$ cat src/rtl/output_reg_arbiter.sv
// ---------------------------------------------------------------------------
// output_reg_arbiter
//
// Round-robin arbiter and write sequencer that owns the write port of the
// 256-bit output register. One requester is granted at a time. The winner's
// data is registered onto data_to_write together with a one-cycle write_data
// strobe and a one-hot gnt pulse. Further writes are then held off until the
// downstream consumer acknowledges the value with out_ack.
//
// Ports:
//   clk           system clock, all state on the rising edge
//   reset         asynchronous, active-low; clears all state immediately
//   req           per-requester level request, held until granted
//   req_data      requester i data in bits [i*WIDTH +: WIDTH]
//   gnt           one-hot grant pulse, high in the same cycle as write_data
//   write_data    one-cycle write strobe to output_reg
//   data_to_write registered write data; holds the last written value
//   out_valid     output register holds an unconsumed value
//   out_ack       consumer took the current value (used only in FULL)
//   busy          sequencer is not idle
// ---------------------------------------------------------------------------
module output_reg_arbiter #(
    parameter int NREQ  = 4,
    parameter int WIDTH = 256
) (
    input  logic                  clk,
    input  logic                  reset,
    input  logic [NREQ-1:0]       req,
    input  logic [NREQ*WIDTH-1:0] req_data,
    output logic [NREQ-1:0]       gnt,
    output logic                  write_data,
    output logic [WIDTH-1:0]      data_to_write,
    output logic                  out_valid,
    input  logic                  out_ack,
    output logic                  busy
);

    localparam int IDX_W = (NREQ > 1) ? $clog2(NREQ) : 1;

    typedef enum logic [1:0] {
        IDLE  = 2'd0,
        WRITE = 2'd1,
        FULL  = 2'd2
    } state_t;

    state_t            state;
    state_t            state_nxt;
    logic [IDX_W-1:0]  ptr;        // index holding highest priority
    logic [IDX_W-1:0]  winner;
    logic              grant;
    logic [NREQ-1:0]   gnt_nxt;
    logic [WIDTH-1:0]  win_data;

    // Pick the requester closest to ptr going upwards (modulo NREQ).
    function automatic logic [IDX_W-1:0] rr_pick(
        input logic [NREQ-1:0]  r,
        input logic [IDX_W-1:0] p
    );
        logic [IDX_W-1:0] w;
        int               best;
        int               off;
        w    = '0;
        best = NREQ;
        for (int j = 0; j < NREQ; j++) begin
            off = (j + NREQ - int'(p)) % NREQ;
            if (r[j] && (off < best)) begin
                best = off;
                w    = IDX_W'(j);
            end
        end
        return w;
    endfunction

    // After granting k, k+1 becomes the highest priority and k the lowest.
    function automatic logic [IDX_W-1:0] rr_next(input logic [IDX_W-1:0] k);
        return IDX_W'((int'(k) + 1) % NREQ);
    endfunction

    assign winner = rr_pick(req, ptr);

    // Only the granted requester's data is ever routed to the register.
    always_comb begin
        win_data = '0;
        for (int i = 0; i < NREQ; i++) begin
            if (i == int'(winner)) begin
                win_data = req_data[i*WIDTH +: WIDTH];
            end
        end
    end

    always_comb begin
        state_nxt = state;
        grant     = 1'b0;
        case (state)
            IDLE: begin
                if (|req) begin
                    grant     = 1'b1;
                    state_nxt = WRITE;
                end
            end
            WRITE: begin
                state_nxt = FULL;
            end
            FULL: begin
                // A request and an ack in the same cycle chain straight into
                // the next write, so no cycle is lost between values.
                if (out_ack) begin
                    if (|req) begin
                        grant     = 1'b1;
                        state_nxt = WRITE;
                    end else begin
                        state_nxt = IDLE;
                    end
                end
            end
            default: begin
                state_nxt = IDLE;
            end
        endcase
    end

    always_comb begin
        gnt_nxt = '0;
        if (grant) begin
            gnt_nxt[winner] = 1'b1;
        end
    end

    always_ff @(posedge clk or negedge reset) begin
        if (!reset) begin
            state         <= IDLE;
            ptr           <= '0;
            gnt           <= '0;
            data_to_write <= '0;
        end else begin
            state <= state_nxt;
            gnt   <= gnt_nxt;
            if (grant) begin
                ptr           <= rr_next(winner);
                data_to_write <= win_data;
            end
        end
    end

    // Strobes decode directly from the state flops, so an asynchronous reset
    // truncates a write pulse immediately.
    assign write_data = (state == WRITE);
    assign out_valid  = (state == FULL);
    assign busy       = (state != IDLE);

endmodule

$ cat config.mk
export PLATFORM = sky130hd
export DESIGN_NAME = output_reg_arbiter
export DESIGN_NICKNAME = d
export VERILOG_FILES = /design/src/rtl/output_reg_arbiter.sv
export SDC_FILE = /design/constraint.sdc
export NUM_CORES = 1
export LEC_CHECK = 0
export CAP_MARGIN = 30
export CORE_AREA = 10 10 501 503
export DETAILED_ROUTE_END_ITERATION = 10
export DIE_AREA = 0 0 511 513
export GPL_TIMING_DRIVEN = 0
export SETUP_SLACK_MARGIN = 0.4
export SLEW_MARGIN = 20
export SYNTH_ARGS = -nofsm -noshare
export SYNTH_HDL_FRONTEND = slang
export SYNTH_SLANG_ARGS = --single-unit
$ cat constraint.sdc
create_clock -name clk -period 5.8 [get_ports clk]
set_input_delay 1.16 -clock clk [delete_from_list [all_inputs] [get_ports clk]]
set_output_delay 1.16 -clock clk [all_outputs]
set_load 0.005 [all_outputs]
==> results.toml <==
[yosys]
avgSynthCellArea_sq_um = 8.117
synth_nets = 3127
netlist_area_sq_um = 16970
ys_seq_area_share_pct = 38.94
yosysWarnings = 0
yosys_register_bits = 264
post_synth_inst_count = 2090
yosys.cell_types.count = 32

[global_route]
antenna_found_initial = 200
grt_overflow_total = 0
grt_pass1_wl_um = 311600
grt_pass1_vias = 26031
track_usage_pct = 18.19
grt_max_degree = 80

[timing]
final-setup-viol-count = 0
final.setup.tns_ns = 0
fmax_ghz = 0.1955
final-max-slew-violation-count = 0
maxSlewHeadroom_pct = 42.12
period_share_pct = 88.20
clock_skew_ns = 0.02604
hold_viol_final = 0
worst_pin_slew_ns = 0.8682
rsz0062_at_grt = "no"
final.min_clock_period_ns = 5.116

[setup_path]
worstPathArrival_ns = 5.63
crit_fanout = 10
r2r-end = "data_to_write[28]"
worstRegToRegCells = 21
crit_path_end_kind = "flop"
startpoint = "req[0]"
rrSetupSlack_ns = 0.85
worstPathRequired_ns = 6.31
critPathCapture = "data_to_write[28]"
r2r_start = "ptr[0]"
crit_type = "in2reg"
critPathLaunchType = "input port"

[clocking]
path_clk_slew_ns = 0.06
cts_sinks = 264
cts_tree = "built"
numCtsBuffers = 45
root_buffer = "clkbuf_16"
insertion_delay_ns = 0.64
clockBufferDepth = 3
htreeDepth = 2

[floorplan]
core_area_sq_um = 240300
die_w_um = 511
num_rows = 180
die_height_um = 513
io_pins = 1294
start_util_pct = 7.060
die_area_sq_um = 262100

[route]
vias = 26195
vias_per_cell = 3.906
drt_iter0_markers = 2602
route.detailed.drc = 0
drtPass1Iterations = 6
routed_wl_um = 252600
wire_per_inst_um = 37.66
postRouteAntennaNets = 0

[cells_and_area]
drive_gt1_share_pct = 9.525
num-nets-final = 4476
syn_to_final_growth_pct = 116.0
fill_cells = 27304
utilization_pct = 15.25

[place]
dp_hpwl_um = 224300
gp_congestion = 0.9961
io_buffers = 1292

[power]
pwr_density_cell_nw_per_um2 = 758.9
leakage_uw = 0.01418
ir_drop_v = 0.0002943

[status]
status = "finished clean"

[worst_hold_path]
hp-class = "in2async"

[job]
drv_cap = 0
==> kinds of logic after synthesis <==
family / Yosys count / share of synthesized area, %
simple gates: 535 / 12.10
flops: 264 / 38.94
buf+inv: 492 / 11.66
compound gates: 791 / 36.75
fa+ha+maj: 6 / 0.4425
xor+xnor: 1 / 0.05164
mux: 1 / 0.05900
==> critical path: stages <==
cell            delay, ns
dlymetal6s2s_1       0.17
buf_6                0.16
nor2b_1              0.15
a21oi_1              0.07
nor2_1               0.10
a21oi_1              0.07
ha_1                 0.37
or3b_2               0.51
o2bb2ai_1            0.15
o21ai_0              0.20
ha_1                 0.27
o32ai_1              0.12
nand2_1              0.13
nand3_1              0.14
a21oi_2              0.06
ha_1                 0.21
buf_6                0.17
clkbuf_8             0.22
clkbuf_4             0.30
a221oi_2             0.58
a211o_1              0.18
a31oi_1              0.08
==> state kept, by name (all words and copies together) (netlist names) <==
name and flops:
data_to_write 256, gnt 4, ptr 2, state 2
==> routing by layer <==
metal | routed length (um) | share of wire, % | GRT usage [%] | vias to the layer above
li1 | - | - | - | 10468
met1 | 101100 | 40 | 21.88 | 13123
met2 | 115600 | 46 | 30.39 | 2042
met3 | 28030 | 11 | 7.569 | 428
met4 | 6891 | 2.7 | 3.563 | 134
met5 | 893 | 0.35 | 0 | -
==> worst min-delay path by stage <==
| stage | slack, ns | end | start |
|---|---|---|---|
| 2_1_floorplan | 0.52 | data_to_write[254] | data_to_write[254] |
| 3_3_place_gp | 0.52 | data_to_write[254] | data_to_write[254] |
| 3_5_place_dp | 0.54 | data_to_write[254] | data_to_write[254] |
| 4_1_cts | 0.37 | data_to_write[33] | reset |
| 5_1_grt | 0.42 | data_to_write[47] | reset |
| 6_report | 0.45 | data_to_write[39] | reset |
==> cells in the final DEF (no fill, tap or decap), types with 6 or more instances in the layout <==
cell type	instances
clkdlybuf4s50_1	1289
dfrtp_1	264
inv_1	261
nor2_1	258
nand2_1	257
a31oi_1	254
a211o_1	248
a221oi_1	227
buf_2	74
clkbuf_2	64
clkbuf_16	47
diode_2	46
clkbuf_1	39
buf_4	21
a221oi_2	16
clkbuf_8	15
buf_6	14
clkbuf_4	14
a221oi_4	12
buf_8	7
a21oi_1	6
o21ai_0	6
buf_12	6
a211o_2	6
ha_1	6
bufinv_16	6
clkinv_2	6
==> what timing repair did <==
item,4_1_cts,5_1_grt
setup buffers,1,0
hold buffers,0,0
pin swaps,3,9
gates cloned,0,0
resized for setup,162,115
setup endpoints to repair,258,257
==> stage by stage <==
stage	instances	total power [uW]	instance area [sq um]	hold slack [ns]	setup WS, ns
after floorplan	2090	12620	16970	0.5191	1.022
after global placement	6567	23320	33880	0.5191	-11.16
after detailed placement	6576	23560	34110	0.5356	-1.844
after CTS	6660	27630	36300	0.3685	0.2897
after global routing	6674	29060	36560	0.4187	0.5977
final	6706	27800	36640	0.4455	0.6843
==> report_power, final <==
part	internal [uW]	leakage (uW)	switching, uW	total (uW)
clock network	1890	0.000796	1270	3150
logic	7990	0.0103	12800	20800
registers	2920	0.00304	917	3830
==> final cells by class <==
cell class	instances	area (sq um)	share of cell area (%)
buffer	231	1419	3.873
clock buffer	64	1350	3.685
clock inverter	19	269.0	0.7342
antenna	46	115.1	0.3142
inverter	261	979.7	2.674
multi-input combinational	1334	8752	23.89
timing repair buffer	1302	13160	35.92
tap	3185	3985	10.88
sequential	264	6606	18.03
==> synth_stat cells (all sizes together) <==
| library cell | instances | area (sq um) |
|---|---|---|
| o21ai | 6 | 30.03 |
| and2 | 4 | 25.02 |
| a221oi | 255 | 2233 |
| nand4 | 1 | 6.260 |
| or2 | 1 | 6.260 |
| clkbuf | 122 | 457.9 |
| nand2 | 259 | 972.2 |
| dfrtp | 264 | 6606 |
| inv | 261 | 979.7 |
| a211oi | 1 | 12.51 |
| a22oi | 1 | 7.510 |
| a31oi | 255 | 1595 |
| a211o | 256 | 2242 |
| o32ai | 1 | 8.760 |
| buf | 109 | 540.5 |
| xnor2 | 1 | 8.760 |
| o22ai | 1 | 6.260 |
| a21o | 2 | 15.01 |
| a21oi | 7 | 35.03 |
| nand3 | 3 | 15.01 |
| o21a | 2 | 15.01 |
| nor4 | 1 | 6.260 |
| o2bb2ai | 1 | 8.760 |
| and3 | 1 | 6.260 |
| nor2 | 258 | 968.4 |
| o2111ai | 2 | 17.52 |
| mux2i | 1 | 10.01 |
| ha | 6 | 75.07 |
| or3b | 1 | 8.760 |
| o211ai | 1 | 7.510 |
| nor2b | 6 | 37.54 |
(Power assumes the default switching activity.)
